### src/rtl/mem_burst_reader_if.sv
`default_nettype none
// +------------------------------------------------------------------+
// | mem_burst_reader_if                                              |
// | Memory read port and streaming output bundle for the reader.     |
// | Revision: 1.0                                                    |
// +------------------------------------------------------------------+
interface mem_burst_reader_if #(
  parameter int DW = 13,
  parameter int AW = 6
);
  logic          mem_w_rb;
  logic [AW-1:0] mem_addr;
  logic [DW-1:0] mem_rdata;
  logic [DW-1:0] dout;
  logic          dout_valid;
  logic          dout_ready;
  logic          dout_last;

  modport master (
    output mem_w_rb, mem_addr, dout, dout_valid, dout_last,
    input  mem_rdata, dout_ready
  );

  modport slave (
    input  mem_w_rb, mem_addr, dout, dout_valid, dout_last,
    output mem_rdata, dout_ready
  );
endinterface
`default_nettype wire

### src/rtl/mem_burst_reader.sv
`default_nettype none
// +------------------------------------------------------------------+
// | mem_burst_reader                                                 |
// | Walks a burst of memory addresses and streams words with a sum.  |
// | Revision: 1.0                                                    |
// +------------------------------------------------------------------+
module mem_burst_reader #(
  parameter int DW = 13,
  parameter int AW = 6,
  parameter int CW = 16
) (
  input  wire logic          clk,
  input  wire logic          reset,
  input  wire logic          start,
  input  wire logic [AW-1:0] base_addr,
  input  wire logic [AW-1:0] len,
  input  wire logic          abort,
  output logic               busy,
  output logic               done,
  output logic [CW-1:0]      checksum,
  mem_burst_reader_if.master m
);

  typedef enum logic [1:0] {
    S_IDLE = 2'd0,
    S_READ = 2'd1,
    S_SEND = 2'd2,
    S_DONE = 2'd3
  } state_t;

  localparam logic [AW:0] C_FULL_LEN = {1'b1, {AW{1'b0}}};
  localparam logic [AW:0] C_REM_ONE  = {{AW{1'b0}}, 1'b1};

  state_t        state_q, state_d;
  logic [AW-1:0] mem_addr_q, mem_addr_d;
  logic [AW:0]   remaining_q, remaining_d;
  logic [DW-1:0] dout_q, dout_d;
  logic          dout_valid_q, dout_valid_d;
  logic          dout_last_q, dout_last_d;
  logic [CW-1:0] checksum_q, checksum_d;

  always_ff @(posedge clk or negedge reset) begin
    if (!reset) begin
      state_q      <= S_IDLE;
      mem_addr_q   <= '0;
      remaining_q  <= '0;
      dout_q       <= '0;
      dout_valid_q <= 1'b0;
      dout_last_q  <= 1'b0;
      checksum_q   <= '0;
    end else begin
      state_q      <= state_d;
      mem_addr_q   <= mem_addr_d;
      remaining_q  <= remaining_d;
      dout_q       <= dout_d;
      dout_valid_q <= dout_valid_d;
      dout_last_q  <= dout_last_d;
      checksum_q   <= checksum_d;
    end
  end

  always_comb begin
    state_d      = state_q;
    mem_addr_d   = mem_addr_q;
    remaining_d  = remaining_q;
    dout_d       = dout_q;
    dout_valid_d = dout_valid_q;
    dout_last_d  = dout_last_q;
    checksum_d   = checksum_q;

    case (state_q)
      S_IDLE: begin
        if (start && !abort) begin
          mem_addr_d  = base_addr;
          remaining_d = (len == '0) ? C_FULL_LEN : {1'b0, len};
          checksum_d  = '0;
          state_d     = S_READ;
        end
      end
      S_READ: begin
        if (abort) begin
          dout_valid_d = 1'b0;
          dout_last_d  = 1'b0;
          state_d      = S_IDLE;
        end else begin
          dout_d       = m.mem_rdata;
          dout_valid_d = 1'b1;
          dout_last_d  = (remaining_q == C_REM_ONE);
          state_d      = S_SEND;
        end
      end
      S_SEND: begin
        // Abort takes priority: a word handed over in the abort cycle is discarded.
        if (abort) begin
          dout_valid_d = 1'b0;
          dout_last_d  = 1'b0;
          state_d      = S_IDLE;
        end else if (m.dout_ready) begin
          checksum_d   = checksum_q + {{(CW-DW){1'b0}}, dout_q};
          dout_valid_d = 1'b0;
          dout_last_d  = 1'b0;
          if (dout_last_q) begin
            state_d = S_DONE;
          end else begin
            mem_addr_d  = mem_addr_q + {{(AW-1){1'b0}}, 1'b1};
            remaining_d = remaining_q - C_REM_ONE;
            state_d     = S_READ;
          end
        end
      end
      default: begin
        dout_valid_d = 1'b0;
        state_d      = S_IDLE;
      end
    endcase
  end

  assign m.mem_w_rb   = 1'b0;
  assign m.mem_addr   = mem_addr_q;
  assign m.dout       = dout_q;
  assign m.dout_valid = dout_valid_q;
  assign m.dout_last  = dout_last_q;
  assign busy         = (state_q == S_READ) || (state_q == S_SEND);
  assign done         = (state_q == S_DONE);
  assign checksum     = checksum_q;

endmodule
`default_nettype wire

### src/flat_wrapper.sv
// flat-port wrapper written by rule: the top's interface ports become plain ports
module mem_burst_reader_flat 
#(
  parameter int DW = 13,
  parameter int AW = 6,
  parameter int CW = 16
)
  (clk, reset, start, base_addr, len, abort, busy, done, checksum, m_mem_w_rb, m_mem_addr, m_dout, m_dout_valid, m_dout_last, m_mem_rdata, m_dout_ready);
  mem_burst_reader_if #(.DW(DW), .AW(AW)) m_i ();
  input  wire logic clk;
  input  wire logic reset;
  input  wire logic start;
  input  wire logic [AW-1:0] base_addr;
  input  wire logic [AW-1:0] len;
  input  wire logic abort;
  output logic busy;
  output logic done;
  output logic [CW-1:0] checksum;
  output wire logic [$bits(m_i.mem_w_rb)-1:0] m_mem_w_rb;
  output wire logic [$bits(m_i.mem_addr)-1:0] m_mem_addr;
  output wire logic [$bits(m_i.dout)-1:0] m_dout;
  output wire logic [$bits(m_i.dout_valid)-1:0] m_dout_valid;
  output wire logic [$bits(m_i.dout_last)-1:0] m_dout_last;
  input wire logic [$bits(m_i.mem_rdata)-1:0] m_mem_rdata;
  input wire logic [$bits(m_i.dout_ready)-1:0] m_dout_ready;
  assign m_mem_w_rb = m_i.mem_w_rb;
  assign m_mem_addr = m_i.mem_addr;
  assign m_dout = m_i.dout;
  assign m_dout_valid = m_i.dout_valid;
  assign m_dout_last = m_i.dout_last;
  assign m_i.mem_rdata = m_mem_rdata;
  assign m_i.dout_ready = m_dout_ready;
  mem_burst_reader #(.DW(DW), .AW(AW), .CW(CW)) u_core (.clk(clk), .reset(reset), .start(start), .base_addr(base_addr), .len(len), .abort(abort), .busy(busy), .done(done), .checksum(checksum), .m(m_i));
endmodule
### config.mk
export PLATFORM = sky130hd
export DESIGN_NAME = mem_burst_reader_flat
export DESIGN_NICKNAME = d
export VERILOG_FILES = /design/src/rtl/mem_burst_reader_if.sv /design/src/rtl/mem_burst_reader.sv /design/src/flat_wrapper.sv
export SDC_FILE = /design/constraint.sdc
export NUM_CORES = 1
export LEC_CHECK = 0
export BUFFER_PORTS_ARGS = -buffer_cell sky130_fd_sc_hd__buf_2
export CAP_MARGIN = 20
export CORE_MARGIN = 10
export CORE_UTILIZATION = 40
export CTS_BUF_LIST = sky130_fd_sc_hd__clkbuf_2 sky130_fd_sc_hd__clkbuf_4 sky130_fd_sc_hd__clkbuf_8
export CTS_CLUSTER_SIZE = 12
export DETAILED_ROUTE_END_ITERATION = 6
export HOLD_SLACK_MARGIN = 0.1
export PLACE_DENSITY_LB_ADDON = 0.08
export SLEW_MARGIN = 20
export SYNTH_ARGS = -nofsm -noshare
export SYNTH_HDL_FRONTEND = slang
export SYNTH_SLANG_ARGS = --single-unit
### constraint.sdc
create_clock -name clk -period 2.1 [get_ports clk]
set_input_delay 0.42 -clock clk [delete_from_list [all_inputs] [get_ports clk]]
set_output_delay 0.42 -clock clk [all_outputs]
set_load 0.005 [all_outputs]
==> impl_results.md, run 1 <==
* Final setup fails at 0
* I/O pin total at 70
* Total power draw at 5420 uW
* Part of the cycle the worst path needs at 0.967
* Setup slack after layout at 0.0686 ns
* Die Wd at 106 um
* CTS sink cnt at 46
* CP endpoint kind: flop
* Max Clock Freq at slightly below 500 MHz
* Row cnt at 31
* Final Wtd Congestion at approximately 0.81
* Mapped Cells at 323
* First-pass GRT wire length at between 10 and 15 mm
* Fin. Hold Viols at 0
* Die Area at 11300 um^2
* Post-synth top cells: dfrtp_1, o21ai_0, nand2_1
* Switching power of the nets at 2350 uW
* Reg2Reg Depth at 8
* Reg power frac at 0.305
* Clk pin slew, worst setup/hold paths at 0.09 ns
* Max_cap viols at 0
* Syn_nets at 374
* Starting Density at 0.410
* Critical Path AT at 2.20 ns
* DR iter-0 viols at 137
* CP peak stage delay at 0.40 ns
* Layout cells sized above 1 at 0.327
* Routed wire length at roughly 8 mm
* CTS HTree Levels at 2
* Mapped cell area at around 3000 um^2
* Number of fill cells at ~700
* Congestion Overflow GR at 0
* Share of the synthesized area in the top cell type at 0.387
* Nets at 466
* DP HPWL at 6.22 mm
* Syn. warnings at 0
* Top cells by area, synth: dfrtp_1, ha_1, mux2_2, o21ai_0, mux2i_1
* Multi-input logic area at 1740 um^2
* Power per standard cell area at 1440 nW/um^2
* Largest net degree at the start of global routing at 29
* Avg Cell Area, Syn at 9.20 um^2
* Area after DPL at 3610 um^2
* Post-route cell area at 3760 um^2
* Cell taking the most area after synthesis: dfrtp_1
* Clock skew at 0.00968 ns
* Final Max Slew Viols at 0
* Initial antenna violation count at 0
* Num CTS Buffers at 5
* Crit-path cells: ha_1, a21oi_1, a211oi_1, buf_4, buf_4, o21ai_0, mux2i_1, o311ai_0
* Clk Latency, worst-skew pair at 0.30 ns
* # port buffers at 68
* Synth cell types at slightly above 50
* Post-synth top flop: dfrtp_1
* Die Ht at approximately 110 um
* Clock Power Share at 0.102
* DRC at 0
* Combinational share of power at 0.593
* Critical path class: reg2reg
* EDFF count, synth at 0
* Core Footprint at just over 7000 um^2
* WP data required at about 2.3 ns
* Reg area at approximately 1200 um^2
* RSZ-0062 raised after global routing: yes
* Max Fanout on Critical Path at 4
* Area growth from synthesis to final layout at 26.3%
* Peak supply drop at approximately 610 uV
* Clock Path Buffers at 2
* Worst hold path type: in2reg
* Total global-route track usage at 0.143
* Hold depth at 3
* Number of global-route vias before repair at about 2700
* Routed WL per cell at 15.5 um
* Post-synth ARST share at 1.00
* Startpoint class of the critical path: flop
* Status: completed
* Crit path top cell by count: buf_4
* Tmin final at 2.03 ns
* # diodes at 0
* P_leak at 0.00179 uW
* P_int at 3080 uW
* TritonCTS clock tree: built
* Sequential area share after synthesis at 0.387
* #FFs+latches synth at 46
* Switching Share at 0.433
* WHS at 0.325 ns
* Slowest CP cell: dfrtp_1
* Detailed-route via count at 2728
* ANT nets after route at 0
* Most numerous cell in the Yosys netlist: dfrtp_1
* Place WS at 0.0223 ns
* Vias/cell at 5.30
* Root buffer cell: clkbuf_8
* Drt first pass iters at 5
==> what timing repair did <==
action                                  CTS  global route
gates resized for setup                   0            14
endpoints found under the hold margin    18             0
setup buffers                             0             1
endpoints found under the setup margin    0            10
hold buffers                              1             0
==> area by class of cell <==
cell class | instances | area share
Sequential cell | 46 | 0.306
Tap cell | 99 | 0.0330
Multi-Input combinational cell | 249 | 0.463
Timing Repair Buffer | 102 | 0.163
Clock buffer | 5 | 0.0183
Clock inverter | 3 | 0.00566
Inverter | 11 | 0.0110
==> logic make-up (layout without fill, tap and decap cells) <==
logic type                 after synthesis  in the layout  share of synthesized area
buffers and inverters                   28            121                     0.0417
muxes                                   23             23                     0.0825
AOI/OAI and AO/OA                       90             90                      0.193
and+or+nand+nor                        110            110                      0.192
other                                    1              1                    0.00126
xor gates and xnor gates                 4              4                     0.0118
adders and majority gates               21             21                     0.0909
DFF                                     46             46                      0.387
==> placed cells by master (no fill, tap or decap), types with 11 or more instances in the layout <==
cell type,count
mux2i_1,11
mux2_2,12
nor2_1,16
buf_2,68
a21oi_1,21
o21ai_0,24
buf_4,32
nand2_1,24
dfrtp_1,46
nand3_1,20
ha_1,16
==> final timing paths <==
kind | slack, ns | start | end
max in group asynchronous | 0.99 | reset | u_core.state_q[1]
worst max-delay path | 0.07 | u_core.m.dout[2] | u_core.checksum[9]
worst min-delay path | 0.32 | m_mem_rdata[1] | u_core.m.dout[1]
worst min register to register | 0.52 | u_core.checksum[4] | u_core.checksum[4]
worst max register to register | 0.07 | u_core.m.dout[2] | u_core.checksum[9]
min in group asynchronous | 0.60 | reset | u_core.checksum[6]
==> worst max-delay path, delay by kind of cell (launching register included) <==
| kind | cells | cell delay, ns |
|---|---|---|
| AOI/OAI and AO/OA | 4 | 0.66 |
| DFF | 1 | 0.40 |
| adders and majority gates | 1 | 0.36 |
| buffers and inverters | 2 | 0.27 |
| muxes | 1 | 0.21 |
==> routing by layer <==
metal | vias up | track usage | wire, um
met4 | 0 | 0.0338 | 62
met1 | 1272 | 0.176 | 3420
met5 | - | 0 | 0
met2 | 69 | 0.243 | 3970
li1 | 1383 | - | -
met3 | 4 | 0.0386 | 550
==> stage by stage <==
| stage | cells | utilization | setup TNS (ns) |
|---|---|---|---|
| floorplan | 323 | - | 0 |
| global placement | 505 | 0.497 | 0 |
| detailed placement | 505 | 0.497 | 0 |
| CTS | 514 | 0.511 | 0 |
| global route | 515 | 0.518 | -0.0397 |
| finish | 515 | 0.518 | 0 |
==> sequential cells by signal, indices dropped and copies added, names as in the netlist <==
signal / count
u_core.m.dout_last: 1
u_core.remaining_q: 7
u_core.checksum: 16
u_core.m.dout_valid: 1
u_core.m.mem_addr: 6
u_core.m.dout: 13
u_core.state_q: 2
==> power groups by stage <==
| stage | Combinational, uW | Sequential (uW) | Clock, uW |
|---|---|---|---|
| after global routing | 3630 | 1740 | 623 |
| after detailed placement | 3160 | 1670 | 0 |
| after CTS | 3180 | 1650 | 586 |
| after floorplan | 1950 | 1640 | 0 |
| final | 3220 | 1660 | 550 |
| after global placement | 3130 | 1660 | 0 |
Note: power is estimated with default switching activity, not from simulation.
==> run 2, diff against run 1 <==
CELL_PAD_IN_SITES_DETAIL_PLACEMENT = 1   (was unset)
CELL_PAD_IN_SITES_GLOBAL_PLACEMENT = 1   (was unset)
CORE_UTILIZATION = 38   (was 40)
==> impl_results.md, run 2 (synthesis gave the netlist of run 1 again) <==
* Status: complete, but fails checks (was completed)
* Failing checks: negative setup slack
* DP HPWL at 7.02 mm (was 6.22 mm)
* Reg-to-Reg Start: u_core.state_q[1] (was u_core.m.dout[2])
* Reg power frac at 0.283 (was 0.305)
* Worst hold path type: in2reg (unchanged)
* Vias/cell at 5.47 (was 5.30)
* Max reg flops at 16 (unchanged)
* Num CTS Buffers at 5 (unchanged)
* Total global-route track usage at 0.158 (was 0.143)
* Routed wire length at 9.31 mm (was 8.01 mm)
* Combinational share of power at 0.599 (was 0.593)
* Setup slack after layout at -0.0234 ns (was 0.0686 ns)
* RSZ-0062 raised after global routing: yes (unchanged)
* Clock Power Share at 0.118 (was 0.102)
* Post-Route Setup TNS at -0.0234 ns (was 0 ns)
* P_int at 3380 uW (was 3080 uW)
* Die Ht at 108 um (was 106 um)
* Reg2reg setup slack at -0.02 ns (was 0.07 ns)
* Reg2Reg Depth at 7 (was 8)
* Most frequent cells in the layout: buf_2, dfrtp_1, buf_4 (unchanged)
* Part of the cycle the worst path needs at 1.01 (was 0.967)
* Clock Path Buffers at 2 (unchanged)
* I/O pin total at 70 (unchanged)
* Fin. Hold Viols at 0 (unchanged)
* TritonCTS clock tree: built (unchanged)
* Critical path origin: u_core.state_q[1] (was u_core.m.dout[2])
* Final setup fails at 1 (was 0)
* Detailed-route via count at 2875 (was 2728)
* Peak supply drop at 493 uV (was 613 uV)
* Die Area at 11800 um^2 (was 11300 um^2)
* Drt first pass iters at 4 (was 5)
* Core Footprint at 7690 um^2 (was 7250 um^2)
* Power per standard cell area at 1510 nW/um^2 (was 1440 nW/um^2)
* Most common cell after layout, fill and taps aside: buf_2 (unchanged)
* CTS sink cnt at 46 (unchanged)
* Final Wtd Congestion at 0.761 (was 0.811)
* Place WS at -0.0935 ns (was 0.0223 ns)
* Critical Path AT at 2.36 ns (was 2.20 ns)
* Area growth from synthesis to final layout at 32.5% (was 26.3%)
* P_leak at 0.00185 uW (was 0.00179 uW)
* Layout cells sized above 1 at 0.371 (was 0.327)
* Root buffer cell: clkbuf_8 (unchanged)
* # port buffers at 68 (unchanged)
* Switching power of the nets at 2570 uW (was 2350 uW)
* WP data required at 2.34 ns (was 2.27 ns)
* Switching Share at 0.432 (was 0.433)
* Die Wd at 108 um (was 106 um)
* DRC at 0 (unchanged)
* Clock skew at 0.0115 ns (was 0.00968 ns)
* Placed cell count at 504 (was 505)
* Tmin final at 2.12 ns (was 2.03 ns)
* Routed WL per cell at 17.7 um (was 15.5 um)
* Largest net degree at the start of global routing at 29 (unchanged)
* Clk Latency, worst-skew pair at 0.31 ns (was 0.30 ns)
* WHS at 0.328 ns (was 0.325 ns)
* Congestion Overflow GR at 0 (unchanged)
* Starting Density at 0.387 (was 0.410)
* DR iter-0 viols at 86 (was 137)
* Startpoint class of the critical path: flop (unchanged)
* R2r endpoint: u_core.checksum[15] (was u_core.checksum[9])
* Row cnt at 32 (was 31)
* CTS HTree Levels at 2 (unchanged)
* Max Fanout on Critical Path at 3 (was 4)
* Post-route cell area at 3940 um^2 (was 3760 um^2)
* Number of global-route vias before repair at 2991 (was 2658)
* Initial antenna violation count at 1 (was 0)
* Final Max Slew Viols at 0 (unchanged)
* Area after DPL at 3580 um^2 (was 3610 um^2)
* Critical path class: reg2reg (unchanged)
* Fin cells at 526 (was 515)
* CP endpoint kind: flop (unchanged)
* Max Clock Freq at 471 MHz (was 492 MHz)
* Number of fill cells at 910 (was 708)
* Clk pin slew, worst setup/hold paths at 0.10 ns (was 0.09 ns)
* Max_cap viols at 0 (unchanged)
* ANT nets after route at 0 (unchanged)
* Nets at 473 (was 466)
* Crit path capture: u_core.checksum[15] (was u_core.checksum[9])
* First-pass GRT wire length at 15.1 mm (was 13.4 mm)
run 2: area by class of cell:
type                    instances  area (um^2)  share of cell area
repair buffers                109          667               0.169
diodes                          1         2.50            0.000635
clock inverters                 3         43.8              0.0111
flip-flops and latches         46         1150               0.292
well taps                     102          128              0.0324
inverters                      11         41.3              0.0105
multi-input cells             249         1840               0.466
clock buffers                   5         68.8              0.0175
run 2: how the worst min path moves through the flow:
stage | from | to | cells past startpoint
after floorplan | reset | u_core.checksum[0] | 0
after global placement | reset | u_core.checksum[4] | 1
after detailed placement | reset | u_core.m.dout[4] | 1
after CTS | m_mem_rdata[12] | u_core.m.dout[12] | 2
after global routing | m_mem_rdata[1] | u_core.m.dout[1] | 3
final | m_mem_rdata[1] | u_core.m.dout[1] | 3
run 2: metrics by stage:
stage	utilization	power, uW
floorplan	-	3580
global placement	0.466	4790
detailed placement	0.466	4900
CTS	0.489	5670
global route	0.512	6510
finish	0.513	5950
run 2: repair_timing:
| action | 4_1_cts | 5_1_grt |
|---|---|---|
| endpoints found under the hold margin | 18 | 0 |
| resized for setup | 5 | 29 |
| buffers inserted | 6 | 6 |
| endpoints found under the setup margin | 4 | 16 |
| hold buffers | 1 | 0 |
| pin swaps | 1 | 10 |
run 2: critical path, stage by stage (launching register included):
cell	delay (ns)
dfrtp_1	0.39
inv_2	0.07
ha_4	0.16
mux2i_2	0.15
or4_4	0.49
or3_4	0.41
o21ai_2	0.16
mux2i_1	0.22
run 2: power by group through the flow:
stage / clock [uW] / combinational, uW / sequential [uW]
2_1_floorplan: 0 / 1950 / 1640
3_3_place_gp: 0 / 3140 / 1650
3_5_place_dp: 0 / 3220 / 1680
4_1_cts: 717 / 3290 / 1660
5_1_grt: 759 / 4000 / 1750
6_report: 702 / 3560 / 1680
run 2: routing by layer:
| metal | routed length [um] | vias up | track usage |
|---|---|---|---|
| li1 | - | 1393 | - |
| met1 | 3910 | 1414 | 0.185 |
| met2 | 4690 | 56 | 0.275 |
| met3 | 534 | 12 | 0.0416 |
| met4 | 169 | 0 | 0.0443 |
| met5 | 0 | - | 0 |
